## config.mk

```make
export PLATFORM = sky130hd
export DESIGN_NAME = dac_stream_pacer_flat
export DESIGN_NICKNAME = d
export VERILOG_FILES = /design/src/rtl/dac_pacer_pkg.sv /design/src/rtl/dac_stream_pacer_if.sv /design/src/rtl/dac_pacer_fifo.sv /design/src/rtl/dac_stream_pacer.sv /design/src/flat_wrapper.sv
export SDC_FILE = /design/constraint.sdc
export NUM_CORES = 2
export LEC_CHECK = 0
export ABC_AREA = 1
export CAP_MARGIN = 20
export CORE_ASPECT_RATIO = 1.25
export CORE_MARGIN = 2
export CORE_UTILIZATION = 55
export CTS_CLUSTER_SIZE = 16
export DETAILED_ROUTE_END_ITERATION = 12
export PLACE_DENSITY = 0.71
export SKIP_LAST_GASP = 1
export SLEW_MARGIN = 15
export SYNTH_ARGS = -nofsm -noshare
export SYNTH_HDL_FRONTEND = slang
export SYNTH_HIERARCHICAL = 1
export SYNTH_SLANG_ARGS = --single-unit
```

## constraint.sdc

```tcl
create_clock -name clk -period 9.8 [get_ports clk]
set_input_delay 1.47 -clock clk [delete_from_list [all_inputs] [get_ports clk]]
set_output_delay 1.47 -clock clk [all_outputs]
set_load 0.05 [all_outputs]
```

## src/rtl/dac_pacer_pkg.sv

```systemverilog
// Shared definitions for the DAC stream pacer.
// Contents: register address map, CTRL/STATUS bit indices, the 16-bit
// statistics counter type and a saturating increment helper.
package dac_pacer_pkg;

  localparam logic [2:0] ADR_CTRL     = 3'd0;
  localparam logic [2:0] ADR_RATE     = 3'd1;
  localparam logic [2:0] ADR_STATUS   = 3'd2;
  localparam logic [2:0] ADR_UNDERRUN = 3'd3;
  localparam logic [2:0] ADR_LATE     = 3'd4;

  localparam int CTRL_EN      = 0;
  localparam int CTRL_CLR     = 1;
  localparam int STATUS_EMPTY = 14;
  localparam int STATUS_FULL  = 15;

  typedef logic [15:0] cnt16_t;

  // Statistics counters stick at all-ones rather than wrapping.
  function automatic cnt16_t sat_inc(input cnt16_t v);
    return (v == 16'hFFFF) ? v : v + 16'd1;
  endfunction

endpackage

```

## src/rtl/dac_stream_pacer_if.sv

```systemverilog
// Bus bundle of the DAC stream pacer: Avalon-MM register port, Avalon-ST
// pair sink from the producer, and the two Avalon-ST sample sources toward
// the DAC driver.
// Modports:
//   slave  - pacer side (register slave, stream sink, stream sources)
//   master - environment side (register master, producer, DAC driver)
interface dac_stream_pacer_if #(
  parameter int DATA_WIDTH = 14
);
  logic [2:0]              avsAdr;
  logic                    avsWr;
  logic [15:0]             avsWrData;
  logic                    avsRd;
  logic [15:0]             avsRdData;
  logic                    snkValid;
  logic [2*DATA_WIDTH-1:0] snkData;
  logic                    snkRdy;
  logic                    srcValid0;
  logic [DATA_WIDTH-1:0]   srcData0;
  logic                    srcRdy0;
  logic                    srcValid1;
  logic [DATA_WIDTH-1:0]   srcData1;
  logic                    srcRdy1;

  modport slave (
    input  avsAdr, avsWr, avsWrData, avsRd,
    output avsRdData,
    input  snkValid, snkData,
    output snkRdy,
    output srcValid0, srcData0,
    input  srcRdy0,
    output srcValid1, srcData1,
    input  srcRdy1
  );

  modport master (
    output avsAdr, avsWr, avsWrData, avsRd,
    input  avsRdData,
    output snkValid, snkData,
    input  snkRdy,
    input  srcValid0, srcData0,
    output srcRdy0,
    input  srcValid1, srcData1,
    output srcRdy1
  );
endinterface

```

## src/rtl/dac_pacer_fifo.sv

```systemverilog
// Synchronous show-ahead FIFO holding sample pairs for the DAC pacer.
// Ports:
//   clk, reset   clock, synchronous active-high reset
//   push, din    write request and data (ignored while full)
//   pop          read request (ignored while empty)
//   dout         head entry, valid whenever !empty
//   level        number of stored entries (0 .. 2**AW)
//   empty, full  derived from the registered level
module dac_pacer_fifo #(
  parameter int WIDTH = 28,
  parameter int AW    = 6
) (
  input  logic             clk,
  input  logic             reset,
  input  logic             push,
  input  logic             pop,
  input  logic [WIDTH-1:0] din,
  output logic [WIDTH-1:0] dout,
  output logic [AW:0]      level,
  output logic             empty,
  output logic             full
);
  localparam int DEPTH = 1 << AW;

  logic [WIDTH-1:0] mem [DEPTH];
  logic [AW-1:0]    wr_ptr;
  logic [AW-1:0]    rd_ptr;
  logic [AW:0]      count;
  logic             do_push;
  logic             do_pop;

  assign full    = (count == (AW+1)'(DEPTH));
  assign empty   = (count == '0);
  assign level   = count;
  assign dout    = mem[rd_ptr];
  // A pop in the same cycle does not free a slot for a push when full.
  assign do_push = push && !full;
  assign do_pop  = pop && !empty;

  always_ff @(posedge clk) begin
    if (do_push) mem[wr_ptr] <= din;
  end

  always_ff @(posedge clk) begin
    if (reset) begin
      wr_ptr <= '0;
      rd_ptr <= '0;
      count  <= '0;
    end else begin
      if (do_push) wr_ptr <= wr_ptr + 1'b1;
      if (do_pop)  rd_ptr <= rd_ptr + 1'b1;
      case ({do_push, do_pop})
        2'b10:   count <= count + 1'b1;
        2'b01:   count <= count - 1'b1;
        default: count <= count;
      endcase
    end
  end

endmodule

```

## src/rtl/dac_stream_pacer.sv

```systemverilog
// DAC stream pacer: buffers {ch1,ch0} sample pairs from a bursty producer
// and releases one pair per programmable sample period (RATE+1 clocks) to
// the two DAC driver channels.
// Ports:
//   clk    system clock
//   reset  synchronous active-high reset
//   bus    dac_stream_pacer_if.slave (register port, pair sink, ch0/ch1 sources)
// Registers: 0 CTRL (b0 EN, b1 CLR write-1 pulse), 1 RATE, 2 STATUS
//   (level, b14 empty, b15 full), 3 UNDERRUN, 4 LATE; others read 0.
// Build option: define DAC_PACER_HOLD_LAST_EN to re-present the last popped
//   pair when a tick finds the FIFO empty (UNDERRUN still counts).
module dac_stream_pacer
  import dac_pacer_pkg::*;
#(
  parameter int DATA_WIDTH = 14,
  parameter int FIFO_AW    = 6,
  parameter int RATE_RST   = 99
) (
  input  logic                clk,
  input  logic                reset,
  dac_stream_pacer_if.slave   bus
);

  logic                    en;
  cnt16_t                  rate;
  cnt16_t                  rate_cnt;
  cnt16_t                  underrun;
  cnt16_t                  late;
  logic [15:0]             rd_data;
  logic [15:0]             rd_mux;

  logic                    wr_ctrl;
  logic                    wr_rate;
  logic                    clr;
  logic                    tick;
  logic                    src_busy;
  logic                    late_inc;
  logic                    under_inc;
  logic                    pop;

  logic                    fifo_push;
  logic [2*DATA_WIDTH-1:0] fifo_dout;
  logic [FIFO_AW:0]        fifo_level;
  logic                    fifo_empty;
  logic                    fifo_full;

  logic                    valid0;
  logic                    valid1;
  logic [DATA_WIDTH-1:0]   data0;
  logic [DATA_WIDTH-1:0]   data1;

  dac_pacer_fifo #(
    .WIDTH (2*DATA_WIDTH),
    .AW    (FIFO_AW)
  ) u_fifo (
    .clk   (clk),
    .reset (reset),
    .push  (fifo_push),
    .pop   (pop),
    .din   (bus.snkData),
    .dout  (fifo_dout),
    .level (fifo_level),
    .empty (fifo_empty),
    .full  (fifo_full)
  );

  assign fifo_push  = bus.snkValid && !fifo_full;
  assign bus.snkRdy = !fifo_full;

  assign wr_ctrl = bus.avsWr && (bus.avsAdr == ADR_CTRL);
  assign wr_rate = bus.avsWr && (bus.avsAdr == ADR_RATE);
  assign clr     = wr_ctrl && bus.avsWrData[CTRL_CLR];

  // Tick arbitration: a pair still in flight on either channel wins over
  // popping, so a slow driver shows up as LATE instead of dropped samples.
  assign tick      = en && (rate_cnt == rate);
  assign src_busy  = valid0 || valid1;
  assign late_inc  = tick && src_busy;
  assign under_inc = tick && !src_busy && fifo_empty;
  assign pop       = tick && !src_busy && !fifo_empty;

  always_ff @(posedge clk) begin
    if (reset) begin
      rate_cnt <= '0;
    end else if (!en || wr_rate || (rate_cnt == rate)) begin
      rate_cnt <= '0;
    end else begin
      rate_cnt <= rate_cnt + 16'd1;
    end
  end

  // Data registers double as the "last popped pair" for the hold option.
  always_ff @(posedge clk) begin
    if (reset) begin
      valid0 <= 1'b0;
      valid1 <= 1'b0;
      data0  <= '0;
      data1  <= '0;
    end else if (pop) begin
      valid0 <= 1'b1;
      valid1 <= 1'b1;
      data0  <= fifo_dout[DATA_WIDTH-1:0];
      data1  <= fifo_dout[2*DATA_WIDTH-1:DATA_WIDTH];
`ifdef DAC_PACER_HOLD_LAST_EN
    end else if (under_inc) begin
      valid0 <= 1'b1;
      valid1 <= 1'b1;
`endif
    end else begin
      if (valid0 && bus.srcRdy0) valid0 <= 1'b0;
      if (valid1 && bus.srcRdy1) valid1 <= 1'b0;
    end
  end

  assign bus.srcValid0 = valid0;
  assign bus.srcValid1 = valid1;
  assign bus.srcData0  = data0;
  assign bus.srcData1  = data1;

  always_comb begin
    rd_mux = '0;
    case (bus.avsAdr)
      ADR_CTRL:     rd_mux[CTRL_EN] = en;
      ADR_RATE:     rd_mux = rate;
      ADR_STATUS: begin
        rd_mux[FIFO_AW:0]   = fifo_level;
        rd_mux[STATUS_EMPTY] = fifo_empty;
        rd_mux[STATUS_FULL]  = fifo_full;
      end
      ADR_UNDERRUN: rd_mux = underrun;
      ADR_LATE:     rd_mux = late;
      default:      rd_mux = '0;
    endcase
  end

  always_ff @(posedge clk) begin
    if (reset) begin
      en       <= 1'b0;
      rate     <= 16'(RATE_RST);
      underrun <= '0;
      late     <= '0;
      rd_data  <= '0;
    end else begin
      if (wr_ctrl) en   <= bus.avsWrData[CTRL_EN];
      if (wr_rate) rate <= bus.avsWrData;
      // Clear dominates a coincident increment.
      if (clr) begin
        underrun <= '0;
        late     <= '0;
      end else begin
        if (under_inc) underrun <= sat_inc(underrun);
        if (late_inc)  late     <= sat_inc(late);
      end
      if (bus.avsRd) rd_data <= rd_mux;
    end
  end

  assign bus.avsRdData = rd_data;

endmodule

```

## src/flat_wrapper.sv

```systemverilog
// flat-port wrapper written by rule: the top's interface ports become plain ports
module dac_stream_pacer_flat import dac_pacer_pkg::*;
#(
  parameter int DATA_WIDTH = 14,
  parameter int FIFO_AW    = 6,
  parameter int RATE_RST   = 99
)
  (clk, reset, bus_avsAdr, bus_avsWr, bus_avsWrData, bus_avsRd, bus_avsRdData, bus_snkValid, bus_snkData, bus_snkRdy, bus_srcValid0, bus_srcData0, bus_srcRdy0, bus_srcValid1, bus_srcData1, bus_srcRdy1);
  dac_stream_pacer_if #(.DATA_WIDTH(DATA_WIDTH)) bus_i ();
  input  logic clk;
  input  logic reset;
  input wire logic [$bits(bus_i.avsAdr)-1:0] bus_avsAdr;
  input wire logic [$bits(bus_i.avsWr)-1:0] bus_avsWr;
  input wire logic [$bits(bus_i.avsWrData)-1:0] bus_avsWrData;
  input wire logic [$bits(bus_i.avsRd)-1:0] bus_avsRd;
  output wire logic [$bits(bus_i.avsRdData)-1:0] bus_avsRdData;
  input wire logic [$bits(bus_i.snkValid)-1:0] bus_snkValid;
  input wire logic [$bits(bus_i.snkData)-1:0] bus_snkData;
  output wire logic [$bits(bus_i.snkRdy)-1:0] bus_snkRdy;
  output wire logic [$bits(bus_i.srcValid0)-1:0] bus_srcValid0;
  output wire logic [$bits(bus_i.srcData0)-1:0] bus_srcData0;
  input wire logic [$bits(bus_i.srcRdy0)-1:0] bus_srcRdy0;
  output wire logic [$bits(bus_i.srcValid1)-1:0] bus_srcValid1;
  output wire logic [$bits(bus_i.srcData1)-1:0] bus_srcData1;
  input wire logic [$bits(bus_i.srcRdy1)-1:0] bus_srcRdy1;
  assign bus_i.avsAdr = bus_avsAdr;
  assign bus_i.avsWr = bus_avsWr;
  assign bus_i.avsWrData = bus_avsWrData;
  assign bus_i.avsRd = bus_avsRd;
  assign bus_avsRdData = bus_i.avsRdData;
  assign bus_i.snkValid = bus_snkValid;
  assign bus_i.snkData = bus_snkData;
  assign bus_snkRdy = bus_i.snkRdy;
  assign bus_srcValid0 = bus_i.srcValid0;
  assign bus_srcData0 = bus_i.srcData0;
  assign bus_i.srcRdy0 = bus_srcRdy0;
  assign bus_srcValid1 = bus_i.srcValid1;
  assign bus_srcData1 = bus_i.srcData1;
  assign bus_i.srcRdy1 = bus_srcRdy1;
  dac_stream_pacer #(.DATA_WIDTH(DATA_WIDTH), .FIFO_AW(FIFO_AW), .RATE_RST(RATE_RST)) u_core (.clk(clk), .reset(reset), .bus(bus_i));
endmodule
```

* Yosys cells after proc, flatten, opt, wreduce, memory -nomap -nowiden
Memory sizes are Yosys's and may differ from the RTL's. A register that Yosys moved wholly into a read port is not among the register bits.
Cells that the tools add are included.
** Storage, ports and cells
- Memories kept :: 1
- Bits in registers :: 102
- Output and inout bits :: 47
- Bits in writable memories :: 1792
** Memory list
- u_core.u_fifo.mem :: depth 64, width 28, read ports 1, clocked after memory_dff 1, wr ports 1, RTL line dac_pacer_fifo.sv:25 : logic [WIDTH-1:0] mem [DEPTH];
** Operators by class
- Bitwise operators :: 2
- Equal/unequal tests :: 10
- Reduce and logical (&&, ||, !) cells :: 29
- Add/subtract/negate cells :: 7
- Muxes and demuxes :: 11
** Operators with widths (number)
- $add 16x1->16 const B :: 3
- $eq 16x16->1 const B :: 2
- $pmux 6 s4 :: 1
- $pmux 7 s3 :: 1
- $eq 16x16->1 :: 1
- $pmux 7 s2 :: 1
- $logic_and 1x1->1 :: 13
- $add 6x1->6 const B :: 2
- $pmux 2 s4 :: 1
- $add 7x1->7 const B :: 1
- $eq 7x7->1 const B :: 1
- $logic_not 7->1 :: 1
- $sub 7x1->7 const B :: 1
- $eq 3x2->1 const B :: 2
- $mux 1 :: 6
- $reduce_bool 2->1 :: 3
- $pmux 1 s5 :: 1
- $logic_not 1->1 :: 4
- $reduce_and 2->1 :: 2
- $reduce_or 2->1 :: 2
- $eq 3x1->1 const B :: 1
- $eq 3x3->1 const B :: 1
- $logic_not 3->1 :: 1
- $logic_or 1x1->1 :: 3
- other kinds (3) :: 4

* Longest topological paths before layout
- Depth after elaboration :: 7
- Depth in mapped cells :: 28
- Gate-level depth less buffers :: 25

* Hierarchy
The synthesis kept the hierarchy.
** Modules (own cells, without submodules)
- dac_pacer_fifo :: sequential area each 54312.1 µm², area each 73531.8 µm², instances 1, cells each 6238
- dac_stream_pacer :: sequential area each 2222.1 µm², area each 5352.6 µm², instances 1, cells each 782

* Worst setup path before layout
OpenSTA, ideal clock, no wires.
- Kind :: input -> register
- From :: input bus_snkValid
- To :: memory u_core.u_fifo.mem[63][0], enable pin
- Slack :: 5.294 ns
- Data required time :: 9.352 ns
- Buffers on the path :: 1
- Data arrival time :: 4.057 ns
- Stages on the path :: 7
- Cell sequence :: inv_1 > nor2_1 > inv_1 > nor2_2 > buf_4 > inv_1 > nor3_1
** Between the ends
- Longest elaborated chain between the ends :: 4
** Ends and longest elaborated chain
- from (decl) :: RTL line flat_wrapper.sv:17 : input wire logic [$bits(bus_i.snkValid)-1:0] bus_snkValid;
- $logic_and 1x1->1 :: RTL line dac_stream_pacer.sv:67 : assign fifo_push = bus.snkValid && !fifo_full;
- net u_core.fifo_push :: RTL line dac_stream_pacer.sv:41 : logic fifo_push;
- $logic_and 1x1->1 :: RTL line dac_pacer_fifo.sv:37 : assign do_push = push && !full;
- $mux 1 :: RTL line dac_pacer_fifo.sv:41 : if (do_push) mem[wr_ptr] <= din;
- $mux 1 (implied by the code) :: RTL line dac_pacer_fifo.sv:41
- to (decl) :: RTL line dac_pacer_fifo.sv:25
The timed path passes the listed nets, and every way through them passes these cells.

* Worst setup path in the final report
- From :: register u_core.valid1 (netlist: u_core/bus.srcValid1)
- To :: register u_core.u_fifo.count[4] (netlist: u_core/u_fifo/level[4])
** Between the ends
- Longest elaborated chain between the ends :: 7
- Elaborated cells between the ends (all ways) :: 9
- Classes of those cells :: eq/ne (2); mux (1); reduce/logical (6)
** Ends and longest elaborated chain
- from (decl) :: RTL line dac_stream_pacer.sv:48 : logic valid1;
- from (signal assigned) :: RTL line dac_stream_pacer.sv:96 : valid1 <= 1'b0;
- from (signal assigned) :: RTL line dac_stream_pacer.sv:101 : valid1 <= 1'b1;
- from (signal assigned) :: RTL line dac_stream_pacer.sv:111 : if (valid1 && bus.srcRdy1) valid1 <= 1'b0;
- $logic_or 1x1->1 * :: RTL line dac_stream_pacer.sv:77 : assign src_busy = valid0 || valid1;
- $logic_not 1->1 * :: RTL line dac_stream_pacer.sv:80 : assign pop = tick && !src_busy && !fifo_empty;
- $logic_and 1x1->1 * (2 in a row) :: RTL line dac_stream_pacer.sv:80
- $logic_and 1x1->1 * :: RTL line dac_pacer_fifo.sv:38 : assign do_pop = pop && !empty;
- $eq 2x1->1 / $eq 2x2->1 (equally long branches) :: RTL line dac_pacer_fifo.sv:52 : case ({do_push, do_pop})
- $pmux 7 s2 / $reduce_bool 2->1 (equally long branches)
- to (signal assigned) :: RTL line dac_pacer_fifo.sv:53 : 2'b10: count <= count + 1'b1;
- to (signal assigned) :: RTL line dac_pacer_fifo.sv:54 : 2'b01: count <= count - 1'b1;
- to (signal assigned) :: RTL line dac_pacer_fifo.sv:55 : default: count <= count;
- to (decl) :: RTL line dac_pacer_fifo.sv:28 : logic [AW:0] count;
Mark *: on every way between the ends. The rest lies on a longest branch, timed or not.
A chain may end at the register's enable or synchronous reset.

==> metrics.md <==
| Metric | Value |
|---|---|
| Status | finished, final reports clean |
| Worst-margin pin slew | 1230 ps |
| Initial Utilization | 0.553 |
| CP Launch Type | flip-flop |
| Max Slew Vio Count | 0 |
| FILL cells | between 10000 and 15000 |
| Final Skew | 34.0 ps |
| Wire length per cell | 25.0 µm |
| Area contributors post-synth | edfxtp_1, nand2_1, nand3_1 |
| Min setup slack post-route | 4420 ps |
| Final ANT Viol Nets | 0 |
| Mean Syn Cell Area | 11.2 µm² |
| Io pins | 101 |
| Hold Vio Cnt, Final | 0 |
| Cell taking the most area after synthesis | edfxtp_1 |
| EDFF count, synth | 1792 |
| DP HPWL | approximately 130 mm |
| Reg2reg start | u_core/bus.srcValid1 |
| Die area | 146000 µm² |
| Max Buffers Root-to-Sink | 3 |
| Htree depth | 4 |
| Post-CTS setup buffers | 0 |
| Initial antenna violation count | 6 |
| Die W | 343 µm |
| Final setup viols | 0 |
| Worst Setup EP | u_core/u_fifo/level[4] |
| Crit path capture type | flip-flop |
| Clock transition at path regs | about 60 ps |
| Post-layout net count | 7001 |
| Max Clock Freq | 186 MHz |
| Clock sinks | 1928 |
| CP Launch Point | u_core/bus.srcValid1 |
| Global-route wire length before repair | about 330 mm |
| Crit path arrival time | approximately 6100 ps |
| Syn. warnings | 6 |
| Gr ovfl total | 0 |
| Most used DFF post-synth | edfxtp_1 |
| Number of vias per cell | roughly 6.0 |
| Hold path startpoint | u_core/bus.avsRdData[15] |
| CTS tree | yes |
| Asr flop ratio synth | 0 |
| Worst Path Class, Setup | flip-flop to flip-flop |
| Placed cell area | 81000 µm² |
| RSZ-0062 raised after global routing | no |
| Worst-Skew Late Latency | 840 ps |
| Chip height | between 400 and 500 µm |
| Max_slew headroom | 0.175 |
| Largest net degree at the start of global routing | 247 |
| Peak supply drop | 0.181 mV |
| P&R area growth vs syn | 10.2% |
| Share of post-route cells with drive strength above 1 | 0.0624 |
| Final instance area | 87000 µm² |
| Max Cap Violations | 0 |
| TritonRoute pass-1 iters | 7 |
| Post-Syn Area | 78900 µm² |
| Req. time, crit path | 10510 ps |
| FF-to-FF path depth | 17 |
| Number of synthesized register bits | 1928 |
| Residual DRC | 0 |
| Fin crit period | 5380 ps |
| Net Count, Synth | 7082 |
| GPL Wtd Cong | 0.945 |
| Post-synthesis cell type count | 42 |
| Overall power | 0.0164 W |
| Post-synth top area share | 0.682 |
| CTS Buf Count | 182 |
| Peak fanout along the critical path | 31 |
| Via total after detailed routing | 54200 |
| Drt total wl | 224 mm |
| # rows | 155 |
| Post-CTS Resized | 0 |
| Root Driver | clkbuf_16 |
| Iter 0 DRT Violations | 7166 |
| Leakage power | 30.6 nW |
| Pre-CTS setup slack | approximately 4500 ps |
| Hold crit path type | flip-flop to flip-flop |
| Total Neg Setup Slack | 0 ps |
| Syn Inst Count | around 7000 |
| PwrDens | 188 nW/µm² |
| Fraction of the yosys area taken by sequential cells | 0.717 |
| Total Routing Usage GR | 0.305 |
| PortBufs | 100 |
| Post-CTS Hold Fix Bufs | 0 |
| Vias in the first global route | 51400 |
| Fin crit share | 0.549 |
| Core area | ~140000 µm² |
| Reg-to-Reg End | u_core/u_fifo/level[4] |
| Worst R2R Setup Slack | 4420 ps |
==> worst max-delay path: stages, from the launching register on <==
cell and delay, ps:
dfxtp_1 330, nor2_1 110, clkinv_1 500, nor2_4 620, nand2_2 540, inv_2 690
inv_1 190, nor2_1 580, ha_1 510, xnor2_1 220, inv_1 80, ha_1 170
o21bai_1 210, nand2_1 100, nand2_1 60, xor2_1 130, o21ai_0 140, inv_1 50
==> flip-flops by register name, summed over array words and instances (netlist names), 7 cells and up, named ones only <==
signal,flops
u_core/u_fifo/mem,1792
u_core/bus.avsRdData,16
u_core/late,16
u_core/rate,16
u_core/rate_cnt,16
u_core/underrun,16
u_core/bus.srcData0,14
u_core/bus.srcData1,14
u_core/u_fifo/level,7
==> kinds of logic after synthesis <==
kind of cell / Yosys count / share of synthesized area
flip-flops: 1928 / 0.717
buffers and inverters: 558 / 0.0338
adder cells (fa/ha/maj): 8 / 0.00127
XOR/XNOR: 31 / 0.00344
AO/OA/AOI/OAI: 186 / 0.0125
AND/OR/NAND/NOR: 4309 / 0.232
==> synthesized netlist by cell type (13+ instances only) <==
master and instances:
buf_1 33, edfxtp_1 1792, inv_1 122, nor2_1 187
buf_2 222, nor3_1 25, nand3_1 1554, buf_4 55
o22ai_1 13, o21ai_0 74, xor2_1 22, dfxtp_1 136
clkbuf_1 105, a21oi_1 84, nand4_1 39, nand2_1 2487
==> per-layer routing <==
| metal | track usage | share of wire | wire length, µm |
|---|---|---|---|
| met5 | 0 | 0.00011 | 25 |
| met4 | 0.151 | 0.052 | 11700 |
| met3 | 0.0518 | 0.090 | 20200 |
| met2 | 0.489 | 0.48 | 107000 |
| met1 | 0.406 | 0.38 | 85400 |
==> where the power goes <==
group | switching [W] | internal [W] | total, W
clock | 0.00308 | 0.00389 | 0.00697
combinational | 0.000316 | 0.0000602 | 0.000376
sequential | 0.0000150 | 0.00902 | 0.00904
==> metrics by stage <==
step,hold slack [ps],std cells,utilization
6_report,465,8982,0.610
5_1_grt,482,8981,0.610
4_1_cts,466,8979,0.610
3_5_place_dp,457,8637,0.568
3_3_place_gp,450,8637,0.568
2_1_floorplan,439,7020,-
==> layout by cell type (no fill, tap or decap), types with 74 or more instances in the layout <==
master / Yosys / routed
nand2_1: 2487 / 2487
o21ai_0: 74 / 74
nand3_1: 1554 / 1553
inv_1: 122 / 120
nor2_1: 187 / 125
edfxtp_1: 1792 / 1792
clkbuf_16: 0 / 183
buf_4: 55 / 82
dfxtp_1: 136 / 131
a21oi_1: 84 / 84
==> cell type report <==
| cell class | instances | area, µm² | share of cell area |
|---|---|---|---|
| sequential | 1928 | 56600 | 0.650 |
| clock inverter | 118 | 1120 | 0.0129 |
| multi-input combinational | 4534 | 20200 | 0.232 |
| timing repair buffer | 160 | 1460 | 0.0168 |
| tap | 1884 | 2360 | 0.0271 |
| antenna | 1 | 2.50 | 0.0000288 |
| clock buffer | 224 | 4750 | 0.0547 |
| inverter | 133 | 533 | 0.00613 |
==> worst min-delay path by stage <==
stage / end / slack (ps) / cells after the start
floorplan: u_core/late[14] / 440 / 2
global placement: u_core/late[14] / 450 / 2
detailed placement: u_core/bus.avsRdData[15] / 460 / 2
CTS: u_core/bus.avsRdData[6] / 470 / 2
global route: u_core/bus.avsRdData[11] / 480 / 2
finish: u_core/bus.avsRdData[15] / 460 / 2
No activity file was read; power rests on OpenSTA's default activity.
